File: src/rtl/flood_menu_ctrl.sv
// Flood-It menu / selection controller.
// Edits board size and colour count in SETUP, sequences the rand/game-logic
// init and begin handshakes, turns switch toggles into colour moves in PLAY
// and keeps the try budget.
module flood_menu_ctrl #(
  parameter int NSW        = 8,
  parameter int SIZE_MIN   = 2,
  parameter int SIZE_MAX   = 26,
  parameter int SIZE_STEP  = 4,
  parameter int SIZE_RST   = 14,
  parameter int COL_MIN    = 3,
  parameter int COL_MAX    = NSW,
  parameter int COL_RST    = 6,
  parameter int BUD_NUM    = 23,
  parameter int BUD_SHIFT  = 6,
  parameter int RPT_DELAY  = 50_000_000,
  parameter int RPT_PERIOD = 12_500_000
) (
  input  logic                   MASTER_CLOCK,
  input  logic                   RESET_N,
  input  logic                   UP,
  input  logic                   DOWN,
  input  logic                   LEFT,
  input  logic                   RIGHT,
  input  logic                   CENTER,
  input  logic [NSW-1:0]         sw,
  output logic                   INITIALIZE_BOARD,
  input  logic                   BOARD_READY,
  input  logic                   INITIALIZED,
  output logic                   BEGIN_GAME,
  input  logic                   ACK_BEGIN_GAME,
  output logic                   COLOR_SEL_SIG,
  input  logic                   CURRENTLY_CHANGING_COLOR,
  output logic [$clog2(NSW)-1:0] COLOR_SELECTED,
  output logic [4:0]             SIZE,
  output logic [3:0]             COLOR_NUM,
  output logic [4:0]             final_SIZE,
  output logic [3:0]             final_COLOR_NUM,
  output logic                   sORc,
  output logic                   MODE,
  output logic [7:0]             TRIES,
  output logic [7:0]             TOTAL_TRIES,
  output logic                   OUT_OF_TRIES
);

  localparam int SEL_W = $clog2(NSW);
  // Repeat counter only ever counts up to RPT_DELAY-1; RPT_PERIOD <= RPT_DELAY,
  // RPT_DELAY >= 2 so the first repeat never lands on the press cycle.
  localparam int CW    = $clog2(RPT_DELAY + 1);

  // Button vector order: {CENTER, RIGHT, LEFT, DOWN, UP}
  localparam int B_UP = 0, B_DN = 1, B_LF = 2, B_RT = 3, B_CT = 4;

  typedef enum logic [2:0] {S_BOOT, S_INIT, S_BEGIN, S_PLAY, S_SETUP} state_t;

  state_t          state;
  logic [4:0]      btn, btn_q, rise;
  logic [NSW-1:0]  sw_q, tog;
  logic            init_q, init_fall;
  logic [CW-1:0]   rpt_cnt;
  logic            hold, rpt_fire;
  logic            up_ev, dn_ev, step_up, step_dn;
  logic            hit, accept;
  logic [SEL_W-1:0] idx;

  // budget(s,c) = clamp((s*(c-1)*BUD_NUM) >> BUD_SHIFT, 1, 255), 16-bit math
  function automatic logic [7:0] budget(input logic [4:0] s, input logic [3:0] c);
    logic [15:0] p;
    p = 16'(s) * 16'(4'(c - 4'd1)) * 16'(BUD_NUM);
    p = p >> BUD_SHIFT;
    if (p > 16'd255)     return 8'd255;
    else if (p == 16'd0) return 8'd1;
    else                 return p[7:0];
  endfunction

  // Size step with wrap; anything outside the legal range snaps to reset size
  function automatic logic [4:0] size_step(input logic [4:0] s, input logic up);
    int v;
    v = int'(s);
    if (v < SIZE_MIN || v > SIZE_MAX) return 5'(SIZE_RST);
    if (up) return (v + SIZE_STEP > SIZE_MAX) ? 5'(SIZE_MIN) : 5'(v + SIZE_STEP);
    return (v - SIZE_STEP < SIZE_MIN) ? 5'(SIZE_MAX) : 5'(v - SIZE_STEP);
  endfunction

  // Colour-count step with wrap; out-of-range snaps to reset count
  function automatic logic [3:0] col_step(input logic [3:0] c, input logic up);
    int v;
    v = int'(c);
    if (v < COL_MIN || v > COL_MAX) return 4'(COL_RST);
    if (up) return (v >= COL_MAX) ? 4'(COL_MIN) : 4'(v + 1);
    return (v <= COL_MIN) ? 4'(COL_MAX) : 4'(v - 1);
  endfunction

  assign btn       = {CENTER, RIGHT, LEFT, DOWN, UP};
  assign rise      = btn & ~btn_q;
  assign init_fall = init_q & ~INITIALIZED;
  assign tog       = sw ^ sw_q;

  assign OUT_OF_TRIES = (TRIES >= TOTAL_TRIES);

  // Auto-repeat only while exactly one of UP/DOWN is held in SETUP
  assign hold     = (state == S_SETUP) && (UP ^ DOWN);
  assign rpt_fire = hold && (rpt_cnt == CW'(RPT_DELAY - 1));
  assign up_ev    = rise[B_UP] | (rpt_fire & UP);
  assign dn_ev    = rise[B_DN] | (rpt_fire & DOWN);
  assign step_up  = up_ev & ~DOWN;
  assign step_dn  = dn_ev & ~UP;

  // Lowest toggled switch index wins
  always_comb begin
    hit = 1'b0;
    idx = '0;
    for (int i = NSW - 1; i >= 0; i--) begin
      if (tog[i]) begin
        hit = 1'b1;
        idx = SEL_W'(i);
      end
    end
  end

  assign accept = (state == S_PLAY) && !COLOR_SEL_SIG && hit && !OUT_OF_TRIES &&
                  (32'(idx) < 32'(final_COLOR_NUM));

  // Input history; the one-cycle BOOT state primes these so a level held
  // through reset never looks like an edge or a toggle.
  always_ff @(posedge MASTER_CLOCK or negedge RESET_N) begin
    if (!RESET_N) begin
      btn_q  <= '0;
      sw_q   <= '0;
      init_q <= 1'b0;
    end else begin
      btn_q  <= btn;
      sw_q   <= sw;
      init_q <= INITIALIZED;
    end
  end

  // Held-button repeat timer; reloads so later repeats come every RPT_PERIOD
  always_ff @(posedge MASTER_CLOCK or negedge RESET_N) begin
    if (!RESET_N)      rpt_cnt <= '0;
    else if (!hold)    rpt_cnt <= '0;
    else if (rpt_fire) rpt_cnt <= CW'(RPT_DELAY - RPT_PERIOD);
    else               rpt_cnt <= rpt_cnt + CW'(1);
  end

  // Menu FSM with registered handshake / edit outputs
  always_ff @(posedge MASTER_CLOCK or negedge RESET_N) begin
    if (!RESET_N) begin
      state            <= S_BOOT;
      MODE             <= 1'b1;
      SIZE             <= 5'(SIZE_RST);
      final_SIZE       <= 5'(SIZE_RST);
      COLOR_NUM        <= 4'(COL_RST);
      final_COLOR_NUM  <= 4'(COL_RST);
      sORc             <= 1'b0;
      TRIES            <= 8'd0;
      TOTAL_TRIES      <= budget(5'(SIZE_RST), 4'(COL_RST));
      INITIALIZE_BOARD <= 1'b0;
      BEGIN_GAME       <= 1'b0;
      COLOR_SEL_SIG    <= 1'b0;
      COLOR_SELECTED   <= '0;
    end else begin
      if (COLOR_SEL_SIG && CURRENTLY_CHANGING_COLOR) COLOR_SEL_SIG <= 1'b0;
      case (state)
        S_BOOT: begin
          MODE <= 1'b1;
          if (!INITIALIZED) begin
            state            <= S_INIT;
            INITIALIZE_BOARD <= 1'b1;
            TRIES            <= 8'd0;
          end else begin
            state <= S_PLAY;
          end
        end
        S_INIT: begin
          TRIES <= 8'd0;
          if (BOARD_READY) begin
            INITIALIZE_BOARD <= 1'b0;
            BEGIN_GAME       <= 1'b1;
            state            <= S_BEGIN;
          end
        end
        S_BEGIN: begin
          MODE <= 1'b1;
          if (ACK_BEGIN_GAME) begin
            BEGIN_GAME <= 1'b0;
            state      <= S_PLAY;
          end
        end
        S_PLAY: begin
          if (init_fall) begin
            state            <= S_INIT;
            INITIALIZE_BOARD <= 1'b1;
            MODE             <= 1'b1;
            TRIES            <= 8'd0;
          end else begin
            if (rise[B_RT] && INITIALIZED) begin
              state <= S_SETUP;
              MODE  <= 1'b0;
            end
            if (accept) begin
              COLOR_SELECTED <= idx;
              COLOR_SEL_SIG  <= 1'b1;
              if (TRIES != 8'd255) TRIES <= TRIES + 8'd1;
            end
          end
        end
        S_SETUP: begin
          if (init_fall) begin
            state            <= S_INIT;
            INITIALIZE_BOARD <= 1'b1;
            MODE             <= 1'b1;
            TRIES            <= 8'd0;
          end else if (rise[B_CT]) begin
            final_SIZE       <= SIZE;
            final_COLOR_NUM  <= COLOR_NUM;
            TOTAL_TRIES      <= budget(SIZE, COLOR_NUM);
            TRIES            <= 8'd0;
            INITIALIZE_BOARD <= 1'b1;
            MODE             <= 1'b1;
            state            <= S_INIT;
          end else if (rise[B_RT]) begin
            MODE  <= 1'b1;
            state <= S_PLAY;
          end else begin
            if (rise[B_LF]) sORc <= ~sORc;
            if (step_up || step_dn) begin
              if (sORc) SIZE      <= size_step(SIZE, step_up);
              else      COLOR_NUM <= col_step(COLOR_NUM, step_up);
            end
          end
        end
        default: state <= S_BOOT;
      endcase
    end
  end

endmodule

File: config.mk
export PLATFORM = sky130hd
export DESIGN_NAME = flood_menu_ctrl
export DESIGN_NICKNAME = d
export VERILOG_FILES = /design/src/rtl/flood_menu_ctrl.sv
export SDC_FILE = /design/constraint.sdc
export NUM_CORES = 1
export LEC_CHECK = 0
export CORE_ASPECT_RATIO = 1.75
export CORE_MARGIN = 4
export CORE_UTILIZATION = 33
export DETAILED_ROUTE_END_ITERATION = 16
export GPL_TIMING_DRIVEN = 0
export HOLD_SLACK_MARGIN = 0.15
export PLACE_DENSITY_LB_ADDON = 0.05
export SKIP_CTS_REPAIR_TIMING = 1
export SLEW_MARGIN = 30
export SYNTH_ARGS = -nofsm -noshare
export SYNTH_HDL_FRONTEND = slang
export SYNTH_SLANG_ARGS = --single-unit
File: constraint.sdc
create_clock -name MASTER_CLOCK -period 15.85 [get_ports MASTER_CLOCK]
set_input_delay 2.3775 -clock MASTER_CLOCK [delete_from_list [all_inputs] [get_ports MASTER_CLOCK]]
set_output_delay 2.3775 -clock MASTER_CLOCK [all_outputs]
set_load 0.005 [all_outputs]
Word-level counts from Yosys, hierarchy flattened
Index checks and enable logic that the tools add are counted.

Register bits: 85. Latch bits: 0. Memory bits (writable): 0. ROM bits: 0. Bits of input ports: 19. Output and inout port bits: 43. Word-level logic and storage cells: 195. Memories kept: 0.

$add $sub $neg: 7. Multipliers: 2. Div/mod/pow operators: 0. Order comparisons: 11. Equal/unequal tests: 15. Shifts and indexed selects: 0. Mux-type cells: 96. Bitwise operators: 18. Reduce and logical (&&, ||, !) cells: 29.

Operators by type and width (number): $mux W8 (8); $mux W1 (53); $mux W26 (2); $mux W3 (15); $gt A32 B6 Y1 const B (1); $lt A32 B3 Y1 const B (1); $pmux W8 S4 (1); $mux W5 (6); $add A26 B1 Y26 const B (1); $eq A26 B26 Y1 const B (1); $mux W4 (6); $logic_not A16 Y1 (1); $pmux W3 S5 (1); $reduce_and A5 Y1 (3); $mul A9 B5 Y14 const B (1); $reduce_and A3 Y1 (4); $reduce_and A6 Y1 (2); $mul A5 B4 Y9 (1); $add A8 B1 Y8 const B (1); $ge A8 B8 Y1 (1); $gt A8 B8 Y1 const B (1); $logic_and A1 B1 Y1 (8); $ne A2 B2 Y1 const B (4); $ne A8 B8 Y1 const B (1); other kinds (36) (54).

Longest topological paths before layout
Gate-level depths: netlist of run 1.

Word-level depth: 21. Depth in mapped cells: 28. Gate-level depth less buffers: 26.

Worst setup path before layout of run 1
Ideal clock, no wire load.

Path kind: flip-flop to flip-flop. Start: register COLOR_NUM[2]. End: register TOTAL_TRIES[0]. Setup time: 0.079 ns. Arrival time: 6.179 ns. Required time: 15.771 ns. Slack: 9.593 ns. Cell stages (with the launch flop): 27. Path buffers: 2. Period minus slack after synthesis: 6.257 ns. Cells stage by stage: dfstp_2 > clkbuf_1 > nor3_1 > xnor2_1 > nand2b_1 > fa_1 > fa_1 > inv_1 > ha_1 > a21o_1 > a21oi_1 > xnor2_1 > inv_1 > ha_1 > ha_1 > xnor2_1 > fa_1 > inv_1 > ha_1 > clkbuf_1 > a21o_1 > a221o_1 > a21oi_1 > o211ai_1 > xnor2_1 > nand3_1 > o21ai_0.

Longest elaborated chain between the ends: 6. Elaborated cells on any way between the ends: 7. Those cells by class: add/sub (1); mul (2); order compare (1); mux (2); reduce/logical (1).

Ends and longest elaborated chain: start, declared (RTL line 36) `output logic [3:0] COLOR_NUM,`; start signal, assigned (RTL line 153) `COLOR_NUM <= 4'(COL_RST);`; start signal, assigned (RTL line 229) `else COLOR_NUM <= col_step(COLOR_NUM, step_up);`; $sub A4 B1 Y4 * (RTL line 69) `p = 16'(s) * 16'(4'(c - 4'd1)) * 16'(BUD_NUM);`; $mul A5 B4 Y9 * (RTL line 69); $mul A9 B5 Y14 * (RTL line 69); parallel branches: the longest is 2 deep, another holds $gt A8 B8 Y1; $mux W8 * (RTL line 71) `if (p > 16'd255) return 8'd255;`; end signal, assigned (RTL line 157) `TOTAL_TRIES <= budget(5'(SIZE_RST), 4'(COL_RST));`; end signal, assigned (RTL line 217) `TOTAL_TRIES <= budget(SIZE, COLOR_NUM);`; end, declared (RTL line 42) `output logic [7:0] TOTAL_TRIES,`.

Every way passes the cells marked *. A chain may end at the register's enable or synchronous reset.

Final worst setup path of run 1
Start: register COLOR_NUM[0]. End: register TOTAL_TRIES[0].

Same word-level chain as after synthesis.

==> key figures, run 1 <==
Worst setup path
  – Max stage delay on crit path: ~560 ps
  – Crit path top cell by count: ha_1
  – CP Max Fanout: 8
  – CP startpoint kind: flop
  – Worst EP required: 16110 ps
  – CP Depth: 27
  – Crit path buf inv count: 6
  – Worst EP arrival: 7430 ps
  – Crit. End Element: flop
  – Critical path's slowest cell: fa_1
  – Reg2Reg Depth: 27
  – CP delay by family, top: adder cells
  – Crit path kind: reg2reg

Placement
  – Post-Place Setup Slack: 8600 ps
  – Placed Area: between 0.006 and 0.007 mm²
  – Placed cells: 937
  – Gpl congestion: between 0.7 and 0.8
  – DP HPWL: around 12000 µm
  – I/O Buffers: a little under 60

Logic synthesis
  – Dominant cells by area after synthesis: dfrtp_1 29%, ha_1 13%, dfstp_2 6.2%
  – Synth cell types: a little under 70
  – Post-synth EDFFs: 0
  – Syn Area/Cell: 9.31 µm²
  – Gate Count Post-Synth: approximately 640
  – Synth warn: 0
  – Cell taking the most area after synthesis: dfrtp_1
  – Seq cells post-synth: just over 80
  – Yosys top cell area share: about 29%
  – Synth Cell Area: between 0.005 and 0.006 mm²
  – Asr flop ratio synth: 100%
  – Synth Flop Type: dfrtp_1
  – Register area share after synthesis: 35.1%

Hold path
  – Hold depth: 1
  – HP Class: reg2reg

Timing
  – Setup violators final: 0
  – Slew of the pin with the lowest slew margin: 694 ps
  – TNS Setup: 0 ps
  – Fmax: about 140 MHz
  – Tcrit/Tclk final: a little under half
  – Final min period: around 7000 ps
  – WHS: 465 ps
  – Fin worst setup slack: slightly below 9000 ps
  – Final hold vios: 0
  – Rel. slew slack: 53.1%
  – Fin. max-slew vios: 0
  – Clock Skew: 8.47 ps
  – RSZ-0062 raised after global routing: no

Floorplanning
  – Width of the die: around 110 µm
  – Starting Density: 33.9%
  – Row count: 64
  – Core ar.: about 0.018 mm²
  – Die area: approximately 0.02 mm²
  – Die height: ~190 µm
  – Top Ports: 62

Layout
  – Fin cells: 953
  – Diode count: 0
  – Final instance area: between 0.007 and 0.008 mm²
  – Final Core Density: about two fifths
  – # nets final: roughly 810
  – Share of post-route cells with drive strength above 1: under 10%
  – Syn-to-layout area delta: 21.1%

Pwr
  – Peak supply drop: roughly 0.057 mV
  – Total power: just over 700 µW
  – Static leakage: approximately 3.3 nW
  – Pwr/cell area: 97.8 mW/mm²

Global route
  – Grt total ovfl: 0
  – First-pass GRT wire length: around 25000 µm
  – Number of global-route vias before repair: ~5000
  – Initial antenna violation count: 0
  – Tot GR Track Use: 15.5%
  – Pin count of the biggest net entering global routing: 67

Run
  – Max_cap viols: 0

Detailed routing
  – Post-DR wirelength/cell: approximately 16 µm
  – Total wire length: between 10000 and 15000 µm
  – DRC: 0
  – Final antenna-violating net count: 0
  – DRT Pass-1 Iters: 4
  – Via Count: 4775
  – Vias per Instance: 5.01
  – DR iter-0 viols: ~150

Clock network
  – TritonCTS clock tree: built
  – Clock Root Buffer: clkbuf_16
  – CTS max path bufs: 2
  – CTS Sinks: between 80 and 90
  – H-tree Lvls: 3
  – Skew-Pair Late Insertion Delay: ~340 ps
  – Worst-path clk slew: 60 ps
  – Number of buffers created by CTS: 9

Run status
  – Status: finished clean
cell usage after synthesis (6+ instances only):
master    instances
dfrtp_1          69
ha_1             60
nor2_1           57
inv_1            54
nand2_1          44
a21oi_1          40
xor2_1           32
o21ai_0          30
clkbuf_1         18
nand3_1          17
xnor2_1          17
fa_1             15
dfstp_2          14
nor2b_1          12
nor3_1           12
a21o_1           10
nand2b_1         10
nand4_1          10
or3_1             9
and3_1            7
a211oi_1          6
a31oi_1           6
o21ai_1           6
cell type report:
| type | count | area, µm² |
|---|---|---|
| inverters | 54 | 203 |
| multi-input cells | 487 | 3590 |
| well taps | 231 | 289 |
| clock buffers | 12 | 256 |
| flip-flops and latches | 83 | 2090 |
| plain buffers | 22 | 92.6 |
| fillers | 1793 | 10400 |
| clock inverters | 4 | 72.6 |
| repair buffers | 60 | 619 |
placed cells by master (no fill, tap or decap), types with 7 or more instances in the layout:
master	n
clkbuf_1	19
xor2_1	32
o21ai_0	30
clkdlybuf4s50_1	58
nand2b_1	10
nor2b_1	12
clkbuf_16	9
dfstp_2	14
or3_1	9
a21o_1	10
nand4_1	10
nand2_1	44
a21oi_1	40
inv_1	54
dfrtp_1	69
nor2_1	57
ha_1	60
nor3_1	12
fa_1	15
nand3_1	17
xnor2_1	17
and3_1	7
cell families (layout without fill, tap and decap cells):
logic type	Yosys count	in the layout	synth area share (%)
simple gates	212	212	18.5
compound gates	137	137	15.1
flops	83	83	35.1
buf+inv	76	152	4.95
fa+ha+maj	75	75	17.6
xor+xnor	49	49	7.19
mux	8	8	1.49
other cells	1	6	0.0629
layer usage:
metal	routed length, µm	part of all wire [%]	up-vias	GRT usage, %
met1	5920	40	2306	17.2
met4	267	1.8	0	4.49
met2	8170	55	64	29.5
met5	0	0	-	0
met3	478	3.2	14	2.92
li1	-	-	2391	-
report_power, final:
| part | switching (mW) | internal, mW | total, mW | leakage [nW] |
|---|---|---|---|---|
| Sequential | 0.0257 | 0.242 | 0.267 | 1.05 |
| Clock | 0.0843 | 0.146 | 0.231 | 0.159 |
| Combinational | 0.108 | 0.100 | 0.208 | 2.05 |
registers in the layout (all words and copies together) (netlist names):
signal,cells
sw_q,8
BEGIN_GAME,1
COLOR_NUM,4
TRIES,8
state,3
SIZE,4
TOTAL_TRIES,8
sORc,1
final_SIZE,4
INITIALIZE_BOARD,1
rpt_cnt,26
MODE,1
COLOR_SEL_SIG,1
final_COLOR_NUM,4
init_q,1
btn_q,5
COLOR_SELECTED,3
final timing paths:
| check | startpoint | to | slack, ps |
|---|---|---|---|
| max | COLOR_NUM[0]$_DFFE_PN0P_ | TOTAL_TRIES[0]$_DFFE_PN1P_ | 8670 |
| min | rpt_cnt[0]$_DFF_PN0_ | rpt_cnt[0]$_DFF_PN0_ | 470 |
| max reg2reg | COLOR_NUM[0]$_DFFE_PN0P_ | TOTAL_TRIES[0]$_DFFE_PN1P_ | 8670 |
| min reg2reg | rpt_cnt[0]$_DFF_PN0_ | rpt_cnt[0]$_DFF_PN0_ | 470 |
| max in group asynchronous | RESET_N | TOTAL_TRIES[3]$_DFFE_PN1P_ | 13360 |
| min in group asynchronous | RESET_N | rpt_cnt[17]$_DFF_PN0_ | 1860 |
(Power assumes the default switching activity.)
==> inputs of run 2 (changes only) <==
==> constraint.sdc (replaced) <==
create_clock -name MASTER_CLOCK -period 6.8 [get_ports MASTER_CLOCK]
set_input_delay 1.02 -clock MASTER_CLOCK [delete_from_list [all_inputs] [get_ports MASTER_CLOCK]]
set_output_delay 1.02 -clock MASTER_CLOCK [all_outputs]
set_load 0.005 [all_outputs]
==> key figures, run 2 (same netlist as run 1, synthesis figures left out) <==
Hold path
  – Hold Crit Endpoint: rpt_cnt[0]$_DFF_PN0_
  – Hold depth: 1
  – HP Class: reg2reg
  – Launch point of the worst hold path: rpt_cnt[0]$_DFF_PN0_

Worst setup path
  – Crit path top cell by count: ha_1
  – Worst EP required: 7060 ps
  – CP delay by family, top: adder cells
  – Max stage delay on crit path: between 500 and 600 ps
  – CP Max Fanout: 8
  – CP Cell Sequence: inv_1 > ha_1 > nand2b_1 > fa_1 > fa_1 > inv_1 > ha_1 > a21o_1 > a21oi_2 > xnor2_2 > inv_2 > ha_1 > ha_1 > xnor2_2 > fa_1 > inv_1 > ha_2 > a21o_1 > a221o_1 > a21oi_1 > o211ai_1 > xnor2_2 > nand3_1 > o21ai_0
  – Critical path's slowest cell: dfstp_2
  – CP startpoint kind: flop
  – Reg-to-Reg End: TOTAL_TRIES[0]$_DFFE_PN1P_
  – Internal reg-to-reg setup slack: between 300 and 400 ps
  – Crit Reg-Reg Startpoint: COLOR_NUM[1]$_DFFE_PN1P_
  – Worst EP arrival: ~6800 ps
  – Crit. End Element: flop
  – Crit path kind: reg2reg
  – Crit path buf inv count: 4
  – Reg2Reg Depth: 24

Timing
  – Slew of the pin with the lowest slew margin: 694 ps
  – Fmax: around 150 MHz
  – Fin. max-slew vios: 0
  – Final min period: ~6500 ps
  – Rel. slew slack: a little over half
  – Final hold vios: 0
  – Tcrit/Tclk final: between 90% and 100%
  – Clock Skew: 8.34 ps
  – TNS Setup: 0 ps
  – Setup violators final: 0

Layout
  – Biggest register: rpt_cnt
  – Fin cells: approximately 950
  – Largest register FFs: 26
  – Share of post-route cells with drive strength above 1: 9.96%
  – # nets final: approximately 810
  – Diode count: 0
  – Most common cell after layout, fill and taps aside: dfrtp_1
  – Syn-to-layout area delta: 22.8%
  – Most frequent cells in the layout: 68 x dfrtp_1, 59 x ha_1, 58 x clkdlybuf4s50_1, 57 x nor2_1, 51 x inv_1

Detailed routing
  – Vias per Instance: 5.01
  – Final antenna-violating net count: 0
  – Post-DR wirelength/cell: about 16 µm
  – Via Count: between 4000 and 5000
  – DRT Pass-1 Iters: 4
  – DRC: 0
  – DR iter-0 viols: about 180
  – Total wire length: 14900 µm

Floorplanning
  – Starting Density: about 34%
  – Row count: 64
  – Core ar.: 0.0176 mm²
  – Top Ports: between 60 and 70
  – Die height: ~190 µm
  – Width of the die: roughly 110 µm
  – Die area: between 0.02 and 0.025 mm²

Global route
  – Tot GR Track Use: ~16%
  – Pin count of the biggest net entering global routing: 67
  – First-pass GRT wire length: 25000 µm
  – Initial antenna violation count: 0
  – Number of global-route vias before repair: between 5000 and 6000
  – Grt total ovfl: 0

Clock network
  – TritonCTS clock tree: built
  – H-tree Lvls: 3
  – Skew-Pair Late Insertion Delay: 340 ps
  – Worst-path clk slew: about 60 ps
  – Clock Root Buffer: clkbuf_16
  – CTS max path bufs: 2
  – Number of buffers created by CTS: 9
  – CTS Sinks: a little over 80

Placement
  – DP HPWL: between 10000 and 15000 µm
  – Placed cells: between 900 and 1000
  – I/O Buffers: 59
  – Gpl congestion: between 0.7 and 0.8

Pwr
  – Pwr/cell area: around 230 mW/mm²
  – Static leakage: roughly 3.3 nW
  – Peak supply drop: 0.132 mV

Run status
  – Status: finished clean

Run
  – Max_cap viols: 0
run 2: stage by stage:
step	hold slack, ps	setup slack [ps]	power (mW)	utilization [%]	cell area, µm²
2_1_floorplan	424	543	0.909	-	5980
3_3_place_gp	438	-378	1.12	39.0	6860
3_5_place_dp	451	-451	1.13	39.1	6890
4_1_cts	474	-511	1.68	41.0	7220
5_1_grt	492	-26.6	1.77	41.6	7320
6_report	465	310	1.66	41.6	7320
run 2: cell type report:
type	instances	area, µm²
Fill cell	1779	10300
Multi-Input combinational cell	487	3670
Sequential cell	83	2100
Timing Repair Buffer	65	657
Tap cell	231	289
Clock buffer	12	256
Inverter	54	203
Buffer	18	77.6
Clock inverter	4	72.6
run 2: how the worst max path moves through the flow:
| stage | from | endpoint | cells after the start |
|---|---|---|---|
| CTS | COLOR_NUM[0]$_DFFE_PN0P_ | TOTAL_TRIES[0]$_DFFE_PN1P_ | 27 |
| global placement | COLOR_NUM[0]$_DFFE_PN0P_ | TOTAL_TRIES[0]$_DFFE_PN1P_ | 27 |
| detailed placement | COLOR_NUM[0]$_DFFE_PN0P_ | TOTAL_TRIES[0]$_DFFE_PN1P_ | 27 |
| floorplan | COLOR_NUM[2]$_DFFE_PN1P_ | TOTAL_TRIES[0]$_DFFE_PN1P_ | 26 |
| finish | COLOR_NUM[1]$_DFFE_PN1P_ | TOTAL_TRIES[0]$_DFFE_PN1P_ | 24 |
| global route | COLOR_NUM[1]$_DFFE_PN1P_ | TOTAL_TRIES[0]$_DFFE_PN1P_ | 25 |
run 2: routing by layer:
layer	track usage, %	routed length, µm
met1	17.2	5960
met2	29.5	8210
met3	2.92	499
met4	4.49	245
met5	0	0
run 2: power by group:
part,total [mW],internal (mW),switching [mW]
Sequential,0.627,0.564,0.0635
Clock,0.538,0.341,0.197
Combinational,0.498,0.245,0.253
Total,1.66,1.15,0.513
